`src/rtl/axis_pkt_fifo.sv`:
```
// rtl/axis_pkt_fifo.sv - AXI-Stream FIFO with tuser sideband and tlast packet tracking
//
// Purpose:
//   First-word-fall-through stream FIFO between a producer (DMA/input
//   formatter) and the accelerator core. tdata, tuser and tlast are stored
//   verbatim. With PKT_MODE=1 the output is gated until a whole packet
//   (a stored tlast beat) is held. When the FIFO fills without holding a
//   complete packet, the output opens anyway so that oversize packets drain
//   cut-through and the FIFO cannot deadlock.
//
// Parameters:
//   DATA_WIDTH  tdata width in bits (>=1)
//   USER_WIDTH  tuser width in bits (>=1)
//   DEPTH       storage entries; power of 2, >=2
//   PKT_MODE    0 = cut-through, 1 = store-and-forward on tlast
//   CW          width of the occupancy outputs, $clog2(DEPTH)+1
//
// Ports:
//   clk            in   rising-edge clock
//   rst_n          in   asynchronous active-low reset
//   s_axis_tdata   in   input beat data
//   s_axis_tuser   in   input beat sideband
//   s_axis_tlast   in   input end-of-packet
//   s_axis_tvalid  in   input beat valid
//   s_axis_tready  out  FIFO can accept a beat (registered)
//   m_axis_tdata   out  head-of-FIFO data
//   m_axis_tuser   out  head-of-FIFO sideband
//   m_axis_tlast   out  head-of-FIFO end-of-packet
//   m_axis_tvalid  out  head beat presented
//   m_axis_tready  in   downstream accepts the beat
//   word_count     out  entries held, 0..DEPTH
//   pkt_count      out  complete packets (stored tlast beats) held

module axis_pkt_fifo #(
  parameter int DATA_WIDTH = 32,
  parameter int USER_WIDTH = 2,
  parameter int DEPTH      = 16,
  parameter bit PKT_MODE   = 1'b0,
  localparam int CW        = $clog2(DEPTH) + 1
) (
  input  logic                  clk,
  input  logic                  rst_n,
  input  logic [DATA_WIDTH-1:0] s_axis_tdata,
  input  logic [USER_WIDTH-1:0] s_axis_tuser,
  input  logic                  s_axis_tlast,
  input  logic                  s_axis_tvalid,
  output logic                  s_axis_tready,
  output logic [DATA_WIDTH-1:0] m_axis_tdata,
  output logic [USER_WIDTH-1:0] m_axis_tuser,
  output logic                  m_axis_tlast,
  output logic                  m_axis_tvalid,
  input  logic                  m_axis_tready,
  output logic [CW-1:0]         word_count,
  output logic [CW-1:0]         pkt_count
);

  localparam int AW = $clog2(DEPTH);
  localparam int EW = DATA_WIDTH + USER_WIDTH + 1;
  localparam logic [CW-1:0] DEPTH_C = CW'(DEPTH);

  // Entry layout: {tlast, tuser, tdata}
  logic [EW-1:0] mem [DEPTH];
  logic [EW-1:0] head;

  logic [AW-1:0] wr_ptr;
  logic [AW-1:0] rd_ptr;
  logic [CW-1:0] word_cnt;
  logic [CW-1:0] pkt_cnt;
  logic [CW-1:0] word_cnt_nxt;
  logic [CW-1:0] pkt_cnt_nxt;
  logic          tready_q;

  logic push;
  logic pop;
  logic full;
  logic empty;
  logic pkt_inc;
  logic pkt_dec;

  assign full  = (word_cnt == DEPTH_C);
  assign empty = (word_cnt == '0);

  // tready_q is already low when full, so a pop at full cannot open a push
  // in the same cycle.
  assign push = s_axis_tvalid & tready_q;
  assign pop  = m_axis_tvalid & m_axis_tready;

  // Once asserted, tvalid can only fall through a pop: pkt_cnt only
  // decrements on pop and full can only clear on pop.
  assign m_axis_tvalid = !empty && (!PKT_MODE || (pkt_cnt != '0) || full);

  assign head          = mem[rd_ptr];
  assign m_axis_tdata  = head[DATA_WIDTH-1:0];
  assign m_axis_tuser  = head[DATA_WIDTH +: USER_WIDTH];
  assign m_axis_tlast  = head[EW-1];

  assign s_axis_tready = tready_q;
  assign word_count    = word_cnt;
  assign pkt_count     = pkt_cnt;

  assign pkt_inc = push & s_axis_tlast;
  assign pkt_dec = pop & m_axis_tlast;

  always_comb begin
    word_cnt_nxt = word_cnt;
    if (push && !pop) begin
      word_cnt_nxt = word_cnt + CW'(1);
    end else if (pop && !push) begin
      word_cnt_nxt = word_cnt - CW'(1);
    end
  end

  // Saturating decrement: the tail of an escaped oversize packet must never
  // wrap the packet count.
  always_comb begin
    pkt_cnt_nxt = pkt_cnt;
    if (pkt_inc && !pkt_dec) begin
      pkt_cnt_nxt = pkt_cnt + CW'(1);
    end else if (pkt_dec && !pkt_inc && (pkt_cnt != '0)) begin
      pkt_cnt_nxt = pkt_cnt - CW'(1);
    end
  end

  always_ff @(posedge clk or negedge rst_n) begin
    if (!rst_n) begin
      wr_ptr   <= '0;
      rd_ptr   <= '0;
      word_cnt <= '0;
      pkt_cnt  <= '0;
      tready_q <= 1'b0;
    end else begin
      if (push) begin
        wr_ptr <= wr_ptr + AW'(1);
      end
      if (pop) begin
        rd_ptr <= rd_ptr + AW'(1);
      end
      word_cnt <= word_cnt_nxt;
      pkt_cnt  <= pkt_cnt_nxt;
      tready_q <= (word_cnt_nxt != DEPTH_C);
    end
  end

  // Storage is not reset; validity is tracked by the pointers and counters.
  always_ff @(posedge clk) begin
    if (push) begin
      mem[wr_ptr] <= {s_axis_tlast, s_axis_tuser, s_axis_tdata};
    end
  end

endmodule

```
`config.mk`:
```
export PLATFORM = sky130hd
export DESIGN_NAME = axis_pkt_fifo
export DESIGN_NICKNAME = d
export VERILOG_FILES = /design/src/rtl/axis_pkt_fifo.sv
export SDC_FILE = /design/constraint.sdc
export NUM_CORES = 1
export LEC_CHECK = 0
export CORE_MARGIN = 1
export CORE_UTILIZATION = 53
export CTS_BUF_LIST = sky130_fd_sc_hd__clkbuf_16
export DETAILED_ROUTE_END_ITERATION = 6
export GPL_TIMING_DRIVEN = 0
export PLACE_DENSITY = 0.68
export SLEW_MARGIN = 25
export SYNTH_ARGS = -nofsm -noshare
export SYNTH_HDL_FRONTEND = slang
export SYNTH_SLANG_ARGS = --single-unit
```
`constraint.sdc`:
```
create_clock -name clk -period 5.3 [get_ports clk]
set_input_delay 0.53 -clock clk [delete_from_list [all_inputs] [get_ports clk]]
set_output_delay 0.53 -clock clk [all_outputs]
set_load 0.005 [all_outputs]
```
==> impl_metrics.py, run 1 <==
metrics = {
    "detailed_routing": {
        "drt.antenna.violating_nets": 0,
        "drt_drc_violations_left": 0,
        "drt-total-wl_mm": 47.29,
        "viasPerCell": 6.215,
        "drt-initial-drc-count": 1208,
        "drt_pass1_iterations": 7,
        "vias": 10270,
        "routedWlPerCell_um": 28.62,
    },
    "worst_setup_path": {
        "critPathKind": "reg2out",
        "cp.required_ps": 4770,
        "cp.arrival_ps": 4110,
        "path_max_fanout": 10,
        "startpoint_type": "flip-flop",
        "cp-end-kind": "output pin",
    },
    "clock_tree": {
        "path_clk_slew_ps": 60,
        "clock_latency_ps": 590,
        "clockRootBuffer": "clkbuf_16",
        "cts_sinks": 579,
        "cts_tree": "yes",
        "cts_buffer_depth": 3,
        "cts_resized": 0,
        "htreeDepth": 2,
        "numCtsBuffers": 56,
    },
    "sta": {
        "fin_crit_ps": 4644,
        "period_share": 0.8762,
        "hold_viol": 0,
        "grt_setup_unrepaired": "no",
        "fmaxAchievable_mhz": 215.3,
        "worst_slew_pin_slew_ps": 988.0,
        "fin_hold_ws_ps": 430.1,
        "setup_violations": 0,
        "setup_ws_ps": 656.1,
        "slew_headroom": 0.3414,
        "setup_tns_ps": 0,
        "skew_ps": 8.949,
        "report.final.slew_viol_count": 0,
    },
    "place": {
        "port_buffers": 85,
        "place_area_um2": 24150,
        "hpwl_mm": 26.96,
        "post-place-ws_ps": 1246,
        "gp_congestion": 0.7432,
    },
    "synth": {
        "synth_fp_nets": 965,
        "async_flop_share": 0.03282,
        "synth.avg_cell_area_um2": 24.34,
        "synth_seq_cells": 579,
        "yosysUniqueCellTypes": 43,
        "ys.flop_type": "edfxtp_1",
        "synth-seq-area-share": 0.7773,
        "synth_cells": 914,
        "synth_edf_count": 560,
        "yosys_warnings": 0,
        "synth_area_um2": 22250,
    },
    "finish": {
        "final_util": 0.6278,
        "fillers": 2785,
        "multiInputGateArea_um2": 4763,
        "seqCellArea_um2": 17290,
        "postLayoutCellArea_um2": 25810,
        "drive_gt1_frac": 0.2744,
        "syn2layout_area_growth_pct": 16.01,
        "nNetsFinal": 1125,
    },
    "global_routing": {
        "grt_util_all_layers": 0.2330,
        "grt_overflow": 0,
        "grt_pass1_vias": 10730,
        "grt_pass1_wl_mm": 69.81,
        "antenna_found_initial": 1,
        "grt_max_degree": 36,
    },
    "floorplan": {
        "io_pins": 86,
        "start_util": 0.5411,
        "die_w_um": 206.9,
        "rows": 74,
        "die-area_um2": 42800,
        "core_area_um2": 41110,
        "die_h_um": 206.9,
    },
    "pwr": {
        "vdd_drop_max_mv": 0.3165,
        "p_leak_nw": 8.260,
        "p_per_area_nw_per_um2": 533.1,
    },
    "run_status": {
        "outcome": "finished clean",
    },
    "hold_path": {
        "hold_class": "in2async",
    },
    "job": {
        "drv_cap": 0,
    },
}
[cells in the final DEF, fill, tap and decap left out, drive strengths merged, types with 2 or more instances in the layout]
master / n
nand2: 17
mux4: 172
mux2i: 8
ha: 11
buf: 50
nor2b: 2
clkinv: 26
nor2: 3
nand3b: 2
and2: 14
nand4: 2
edfxtp: 560
clkdlybuf4s50: 84
or4b: 2
nand3: 6
inv: 28
xnor2: 11
xor2: 3
mux2: 2
o21ai: 3
clkbuf: 69
a21oi: 4
and3: 5
dfrtp: 19
[per-stage QoR]
step	power, W	cells
6_report	0.01376	1652
5_1_grt	0.01433	1651
4_1_cts	0.01391	1650
3_5_place_dp	0.01032	1547
3_3_place_gp	0.01019	1531
2_1_floorplan	0.008431	914
[sequential cells by signal (all words and copies together) (netlist names)]
register / flops
wr_ptr: 4
s_axis_tready: 1
rd_ptr: 4
mem: 560
word_count: 5
pkt_count: 5
[power breakdown]
group | switching, W | internal [W]
Combinational | 0.00215 | 0.00231
Clock | 0.00161 | 0.00198
Sequential | 0.000158 | 0.00554
Total | 0.00392 | 0.00984
[critical path, stage by stage, from the launching register on]
cell	delay, ps
dfrtp_1	340
clkbuf_1	360
buf_1	640
clkbuf_1	720
mux4_2	430
mux4_2	540
clkdlybuf4s50_1	480
[layout make-up]
| class | count | share of cell area |
|---|---|---|
| Clock inverter | 46 | 0.008629 |
| Antenna cell | 1 | 0.00009696 |
| Clock buffer | 57 | 0.05527 |
| Timing Repair Buffer | 102 | 0.04615 |
| Multi-Input combinational cell | 281 | 0.1846 |
| Sequential cell | 579 | 0.6700 |
| Inverter | 9 | 0.001309 |
| Tap cell | 532 | 0.02579 |
| Buffer | 45 | 0.008193 |
[kinds of logic (layout without fill, tap and decap cells)]
group	count (synthesis)	count (layout)	share of synthesized area
other cells	0	1	0
mux	182	182	0.1791
simple gates	59	59	0.01558
buf+inv	54	259	0.01085
flops	579	579	0.7773
compound gates	14	14	0.004612
fa+ha+maj	12	12	0.007087
xor+xnor	14	14	0.005512
[synth_stat cells (2+ instances only)]
| master | number | area share |
|---|---|---|
| nand4_1 | 2 | 0.00056 |
| buf_1 | 14 | 0.0024 |
| mux2_4 | 2 | 0.0013 |
| and3_1 | 5 | 0.0014 |
| nor2b_1 | 2 | 0.00056 |
| o21ai_0 | 3 | 0.00067 |
| buf_6 | 2 | 0.0010 |
| nor2_1 | 3 | 0.00051 |
| and2_1 | 13 | 0.0037 |
| inv_1 | 8 | 0.0013 |
| clkbuf_1 | 12 | 0.0020 |
| ha_1 | 11 | 0.0062 |
| buf_2 | 16 | 0.0036 |
| xor2_1 | 3 | 0.0012 |
| nand3b_1 | 2 | 0.00067 |
| dfrtp_1 | 19 | 0.021 |
| xnor2_1 | 11 | 0.0043 |
| mux2i_1 | 8 | 0.0036 |
| edfxtp_1 | 560 | 0.76 |
| nand2_1 | 16 | 0.0027 |
| nand3_1 | 6 | 0.0013 |
| a21oi_1 | 4 | 0.00090 |
| mux4_2 | 172 | 0.17 |
[repair_timing]
item,4_1_cts,5_1_grt
hold buffers,0,1
setup buffers,0,0
endpoints found under the hold margin,0,19
[worst paths after layout]
path / slack (ps) / to / cells after the start / from
setup / recovery: 660 / m_axis_tdata[16] / 6 / rd_ptr[1]$_DFFE_PN0P_
max in group asynchronous: 4520 / pkt_count[1]$_DFFE_PN0P_ / 2 / rst_n
min in group clk: 500 / pkt_count[4]$_DFFE_PN0P_ / 1 / pkt_count[4]$_DFFE_PN0P_
setup reg to reg: 2060 / pkt_count[4]$_DFFE_PN0P_ / 16 / word_count[1]$_DFF_PN0_
hold reg to reg: 500 / pkt_count[4]$_DFFE_PN0P_ / 1 / pkt_count[4]$_DFFE_PN0P_
hold / removal: 430 / wr_ptr[0]$_DFFE_PN0N_ / 2 / rst_n
[layer usage]
metal / vias up / GRT usage / share of wire
met3: 75 / 0.04521 / 0.075
li1: 4237 / - / -
met1: 5511 / 0.3471 / 0.43
met5: - / 0 / 0.00030
met2: 443 / 0.3574 / 0.47
met4: 2 / 0.06465 / 0.019
Power figures use the tool's default switching activity.
==> run 2, diff against run 1 <==
--- a/config.mk
+++ b/config.mk
@@ -10,7 +10,7 @@
 export CTS_BUF_LIST = sky130_fd_sc_hd__clkbuf_16
 export DETAILED_ROUTE_END_ITERATION = 6
 export GPL_TIMING_DRIVEN = 0
-export PLACE_DENSITY = 0.68
+export PLACE_DENSITY = 0.71
 export SLEW_MARGIN = 25
 export SYNTH_ARGS = -nofsm -noshare
 export SYNTH_HDL_FRONTEND = slang
==> constraint.sdc (replaced) <==
create_clock -name clk -period 4.1 [get_ports clk]
set_input_delay 0.41 -clock clk [delete_from_list [all_inputs] [get_ports clk]]
set_output_delay 0.41 -clock clk [all_outputs]
set_load 0.005 [all_outputs]
==> run 2 against run 1 <==
Compared with the run above:
- the flow now finishes with violations (DRC)
- power grew 32%
- combinational power grew 30%
- sequential share of layout area shrank 0.46 points
- flip-flop and latch count is the same
- clock power grew 38%
- non-clock buffer count shrank 3
- critical path depth is the same
- register-to-register slack lost 1300 ps
- cell count shrank 0.30%
- wire length grew 0.72%
- global-route usage grew 0.22 points
- critical endpoint is now m_axis_tdata[0]
- largest power group unchanged
- highest routed layer unchanged
==> impl_metrics.py, run 2 (synthesized netlist as in run 1, its figures left out) <==
metrics = {
    "floorplan": {
        "die-area_um2": 42800,
        "start_util": 0.5411,
        "io_pins": 86,
        "die_h_um": 206.9,
        "rows": 74,
        "die_w_um": 206.9,
        "core_area_um2": 41110,
    },
    "pwr": {
        "p_leak_nw": 8.342,
        "vdd_drop_max_mv": 0.5335,
        "p_total_w": 0.01813,
        "p_per_area_nw_per_um2": 697.6,
    },
    "worst_setup_path": {
        "critPathSlowestCell": "clkdlybuf4s15_2",
        "path_max_fanout": 10,
        "r2r-end": "pkt_count[4]$_DFFE_PN0P_",
        "cp-end-kind": "output pin",
        "critPathKind": "reg2out",
        "critPathMaxStageDelay_ps": 540,
        "cp.required_ps": 3690,
        "path_buf_inv": 4,
        "crit_cells": 6,
        "path_cells": "clkbuf_1 > clkbuf_2 > clkdlybuf4s15_2 > mux4_2 > mux4_2 > clkdlybuf4s50_1",
        "crit_path_end": "m_axis_tdata[0]",
        "r2r_setup_slack_ps": 780,
        "cp-startpoint": "rd_ptr[1]$_DFFE_PN0P_",
        "crit_top_cell": "mux4_2",
        "startpoint_type": "flip-flop",
        "reg2reg_from": "rd_ptr[2]$_DFFE_PN0P_",
        "rr_worst_depth": 12,
        "cp.arrival_ps": 3580,
        "cp_top_family": "buffers and inverters",
    },
    "clock_tree": {
        "cts_sinks": 579,
        "clockRootBuffer": "clkbuf_16",
        "cts_tree": "yes",
        "htreeDepth": 2,
        "cts_buffer_depth": 3,
        "holdBufCountCts": 0,
        "cts_setup_buffers": 0,
        "path_clk_slew_ps": 60,
        "cts_resized": 31,
        "numCtsBuffers": 56,
        "clock_latency_ps": 600,
    },
    "sta": {
        "fin_crit_ps": 3989,
        "period_share": 0.9730,
        "setup_ws_ps": 110.5,
        "grt_setup_unrepaired": "no",
        "setup_violations": 0,
        "worst_slew_pin_slew_ps": 950.2,
        "slew_headroom": 0.3665,
        "skew_ps": 22.24,
        "hold_viol": 0,
        "fmaxAchievable_mhz": 250.7,
        "report.final.slew_viol_count": 0,
        "setup_tns_ps": 0,
    },
    "finish": {
        "largest_reg_flops": 560,
        "seqCellArea_um2": 17290,
        "final_common_cell": "edfxtp_1",
        "drive_gt1_frac": 0.2933,
        "nNetsFinal": 1122,
        "diodes": 0,
        "syn2layout_area_growth_pct": 16.81,
        "multiInputGateArea_um2": 4763,
        "postLayoutCellArea_um2": 25990,
        "fillers": 2746,
        "layout.cells.most_common_list": "edfxtp_1 (560), mux4_2 (172), clkdlybuf4s50_1 (85), clkbuf_16 (57)",
        "finalNonFillerCells": 1647,
        "regMostFlops": "mem",
    },
    "place": {
        "post-place-ws_ps": 130.4,
        "hpwl_mm": 27.12,
        "placed_cells": 1547,
        "place_area_um2": 24150,
        "port_buffers": 85,
        "gp_congestion": 0.7378,
    },
    "global_routing": {
        "grt_pass1_vias": 10780,
        "grt_overflow": 0,
        "grt_pass1_wl_mm": 70.33,
        "grt_util_all_layers": 0.2352,
        "antenna_found_initial": 1,
        "grt_max_degree": 31,
    },
    "hold_path": {
        "hold_class": "in2async",
    },
    "detailed_routing": {
        "vias": 10170,
        "drt_pass1_iterations": 7,
        "route.met3.wl_mm": 3.663,
        "drt_drc_violations_left": 3,
        "routedWlPerCell_um": 28.92,
        "drt-met1-wl_mm": 19.25,
        "routed-wl-met2_mm": 23.69,
        "drt.antenna.violating_nets": 0,
        "viasPerCell": 6.174,
        "drt-initial-drc-count": 1101,
        "drt-total-wl_mm": 47.63,
        "topRoutingLayerUsed": "met5",
    },
    "job": {
        "drv_cap": 0,
    },
    "run_status": {
        "outcome": "finished with violations",
        "violations": "DRC",
    },
}
[run 2: changes by cell type in the layout (fill, tap and decap cells not counted), moves of 2 or more]
cell / previous run / this run
inv_6: 2 / 4
clkbuf_2: 0 / 5
clkdlybuf4s18_2: 0 / 3
buf_4: 1 / 11
clkdlybuf4s15_2: 0 / 3
bufinv_16: 1 / 5
buf_1: 11 / 0
inv_1: 25 / 19
clkbuf_1: 12 / 6
buf_2: 20 / 13
[run 2: layer usage]
| layer | global-route usage | vias up |
|---|---|---|
| li1 | - | 4246 |
| met1 | 0.3339 | 5404 |
| met2 | 0.3777 | 440 |
| met3 | 0.04631 | 76 |
| met4 | 0.06439 | 2 |
| met5 | 0 | - |
[run 2: power by group]
group | leakage [nW] | switching, W | total [W] | internal [W]
Clock | 0.915 | 0.00211 | 0.00494 | 0.00283
Sequential | 5.28 | 0.000225 | 0.00739 | 0.00717
Combinational | 2.15 | 0.00276 | 0.00580 | 0.00304
[run 2: through the flow]
step	util	hold WS, ps
after detailed placement	0.5875	492.9
final	0.6321	314.2
after global routing	0.6321	374.0
after floorplan	-	114.4
after global placement	0.5780	493.8
after CTS	0.6323	338.4
[run 2: layout make-up]
cell class	instances	area share
multi-input combinational	281	0.1833
sequential	579	0.6654
inverter	9	0.001300
timing repair buffer	101	0.04564
clock inverter	45	0.01300
buffer	43	0.01083
clock buffer	57	0.05489
tap	532	0.02562
[run 2: worst min-delay path by stage]
stage / startpoint / end / slack (ps) / cells after the start
3_5_place_dp: pkt_count[4]$_DFFE_PN0P_ / pkt_count[4]$_DFFE_PN0P_ / 490 / 1
3_3_place_gp: pkt_count[4]$_DFFE_PN0P_ / pkt_count[4]$_DFFE_PN0P_ / 490 / 1
5_1_grt: rst_n / pkt_count[0]$_DFFE_PN0P_ / 370 / 1
2_1_floorplan: rst_n / pkt_count[0]$_DFFE_PN0P_ / 110 / 0
6_report: rst_n / word_count[4]$_DFF_PN0_ / 310 / 1
4_1_cts: rst_n / pkt_count[0]$_DFFE_PN0P_ / 340 / 1
==> run 3, diff against run 2 <==
--- a/config.mk
+++ b/config.mk
@@ -10,6 +10,7 @@
 export CTS_BUF_LIST = sky130_fd_sc_hd__clkbuf_16
 export DETAILED_ROUTE_END_ITERATION = 6
 export GPL_TIMING_DRIVEN = 0
+export MAX_ROUTING_LAYER = met4
 export PLACE_DENSITY = 0.71
 export SLEW_MARGIN = 25
 export SYNTH_ARGS = -nofsm -noshare
==> run 3 against run 2 <==
Compared with the run above:
- the flow still finishes with violations (DRC)
- critical path depth unchanged
- sequential share of layout area about the same
- register-to-register slack about the same
- wire length increased by 0.29%
- combinational power about the same
- fmax increased by 0.45%
- final area about the same
- core utilization about the same
- clock skew decreased by 4.9 ps
- global-route usage increased by 0.76 points
- largest cell class unchanged
==> impl_metrics.py, run 3 (synthesized netlist as in run 1, its figures left out) <==
metrics = {
    "run_status": {
        "outcome": "finished with violations",
        "violations": "DRC",
    },
    "clock_tree": {
        "path_clk_slew_ps": 60,
        "cts_tree": "yes",
        "htreeDepth": 2,
        "cts_sinks": 579,
        "cts_setup_buffers": 0,
        "cts_buffer_depth": 3,
        "clock_latency_ps": 600,
        "numCtsBuffers": 56,
        "clockRootBuffer": "clkbuf_16",
    },
    "floorplan": {
        "rows": 74,
        "core_area_um2": 41110,
        "io_pins": 86,
        "die-area_um2": 42800,
        "start_util": 0.5411,
        "die_h_um": 206.9,
        "die_w_um": 206.9,
    },
    "worst_setup_path": {
        "cp.required_ps": 3690,
        "crit_top_cell": "mux4_2",
        "path_max_fanout": 10,
        "critPathMaxStageDelay_ps": 540,
        "r2r-end": "pkt_count[4]$_DFFE_PN0P_",
        "critPathKind": "reg2out",
        "r2r_setup_slack_ps": 780,
        "path_cells": "clkbuf_1 > clkbuf_2 > clkdlybuf4s15_2 > mux4_2 > mux4_2 > clkdlybuf4s50_1",
        "startpoint_type": "flip-flop",
        "cp.arrival_ps": 3560,
        "rr_worst_depth": 12,
        "reg2reg_from": "rd_ptr[2]$_DFFE_PN0P_",
        "critPathSlowestCell": "clkdlybuf4s15_2",
        "cp_top_family": "buffers and inverters",
        "cp-end-kind": "output pin",
        "cp-startpoint": "rd_ptr[1]$_DFFE_PN0P_",
        "path_buf_inv": 4,
    },
    "place": {
        "gp_congestion": 0.7469,
        "post-place-ws_ps": 130.4,
        "port_buffers": 85,
        "hpwl_mm": 27.12,
    },
    "pwr": {
        "p_total_w": 0.01813,
        "pwr-share-clk": 0.272,
        "power_switching_w": 0.005095,
        "p_comb_frac": 0.320,
        "seqPwrFrac": 0.408,
        "switching_share": 0.2810,
        "internal_power_w": 0.01304,
        "p_leak_nw": 8.342,
        "vdd_drop_max_mv": 0.5315,
        "p_per_area_nw_per_um2": 697.6,
    },
    "detailed_routing": {
        "drt-initial-drc-count": 1135,
        "drt_drc_violations_left": 3,
        "drt.antenna.violating_nets": 0,
        "drt-total-wl_mm": 47.76,
        "viasPerCell": 6.178,
        "vias": 10180,
        "drt_pass1_iterations": 7,
        "routedWlPerCell_um": 28.98,
    },
    "global_routing": {
        "grt_overflow": 0,
        "grt_max_degree": 31,
        "grt_pass1_vias": 10760,
        "grt_pass1_wl_mm": 70.35,
        "antenna_found_initial": 1,
        "grt_util_all_layers": 0.2428,
    },
    "sta": {
        "fin_crit_ps": 3972,
        "grt_setup_unrepaired": "no",
        "fin_hold_ws_ps": 312.3,
        "hold_viol": 0,
        "setup_tns_ps": 0,
        "slew_headroom": 0.3522,
        "fmaxAchievable_mhz": 251.8,
        "setup_ws_ps": 128.4,
        "report.final.slew_viol_count": 0,
        "setup_violations": 0,
        "skew_ps": 17.31,
        "period_share": 0.9687,
        "worst_slew_pin_slew_ps": 971.7,
    },
    "job": {
        "drv_cap": 0,
    },
    "finish": {
        "drive_gt1_frac": 0.2933,
        "syn2layout_area_growth_pct": 16.83,
        "regMostFlops": "mem",
        "layout.cells.most_common_list": "edfxtp_1 (560), mux4_2 (172), clkdlybuf4s50_1 (85), clkbuf_16 (57)",
        "largest_reg_flops": 560,
        "final_common_cell": "edfxtp_1",
        "nNetsFinal": 1122,
    },
    "hold_path": {
        "hold_class": "in2async",
    },
}
## run 3: cell types whose count changed in the layout (fill, tap and decap cells not counted), sizes merged
cell           before  now
diode               0    1
clkdlybuf4s18       3    2
clkdlybuf4s15       3    4
## run 3: worst max-delay path by stage
stage,endpoint,depth (start not counted)
global route,m_axis_tdata[24],6
floorplan,pkt_count[4]$_DFFE_PN0P_,16
detailed placement,m_axis_tdata[24],6
finish,m_axis_tdata[0],6
global placement,m_axis_tdata[24],6
CTS,m_axis_tdata[0],6
## run 3: power by group through the flow
stage | Sequential, W | Clock, W | Combinational, W
floorplan | 0.00745 | 0 | 0.00345
detailed placement | 0.00750 | 0 | 0.00586
finish | 0.00739 | 0.00493 | 0.00580
global route | 0.00744 | 0.00523 | 0.00620
global placement | 0.00751 | 0 | 0.00563
CTS | 0.00740 | 0.00501 | 0.00592
## run 3: routing by layer
layer / wire, µm / part of all wire / GRT usage / vias up
met3: 3671 / 0.077 / 0.04662 / 73
met5: 0 / 0 / - / -
met2: 23820 / 0.50 / 0.3781 / 459
met1: 19320 / 0.40 / 0.3343 / 5409
met4: 959 / 0.020 / 0.06309 / 0
li1: - / - / - / 4241
## run 3: timing repair
| action | CTS | global route |
|---|---|---|
| cloned | 0 | 0 |
| resized for setup | 31 | 2 |
| endpoints found under the setup margin | 34 | 5 |
| hold buffers | 0 | 0 |
## run 3: final cells by class
cell class,count,area (µm²)
timing repair buffer,101,1186
multi-input combinational,281,4763
clock buffer,57,1426
buffer,43,282.8
clock inverter,45,337.8
tap,532,665.6
fill,2745,15120
sequential,579,17290
antenna,1,2.502
inverter,9,33.78
## run 3: through the flow
| step | cell area (µm²) | std cells | utilization |
|---|---|---|---|
| 3_3_place_gp | 23760 | 1531 | 0.5780 |
| 5_1_grt | 25990 | 1648 | 0.6322 |
| 3_5_place_dp | 24150 | 1547 | 0.5875 |
| 2_1_floorplan | 22250 | 914 | - |
| 6_report | 25990 | 1648 | 0.6322 |
| 4_1_cts | 25990 | 1648 | 0.6323 |
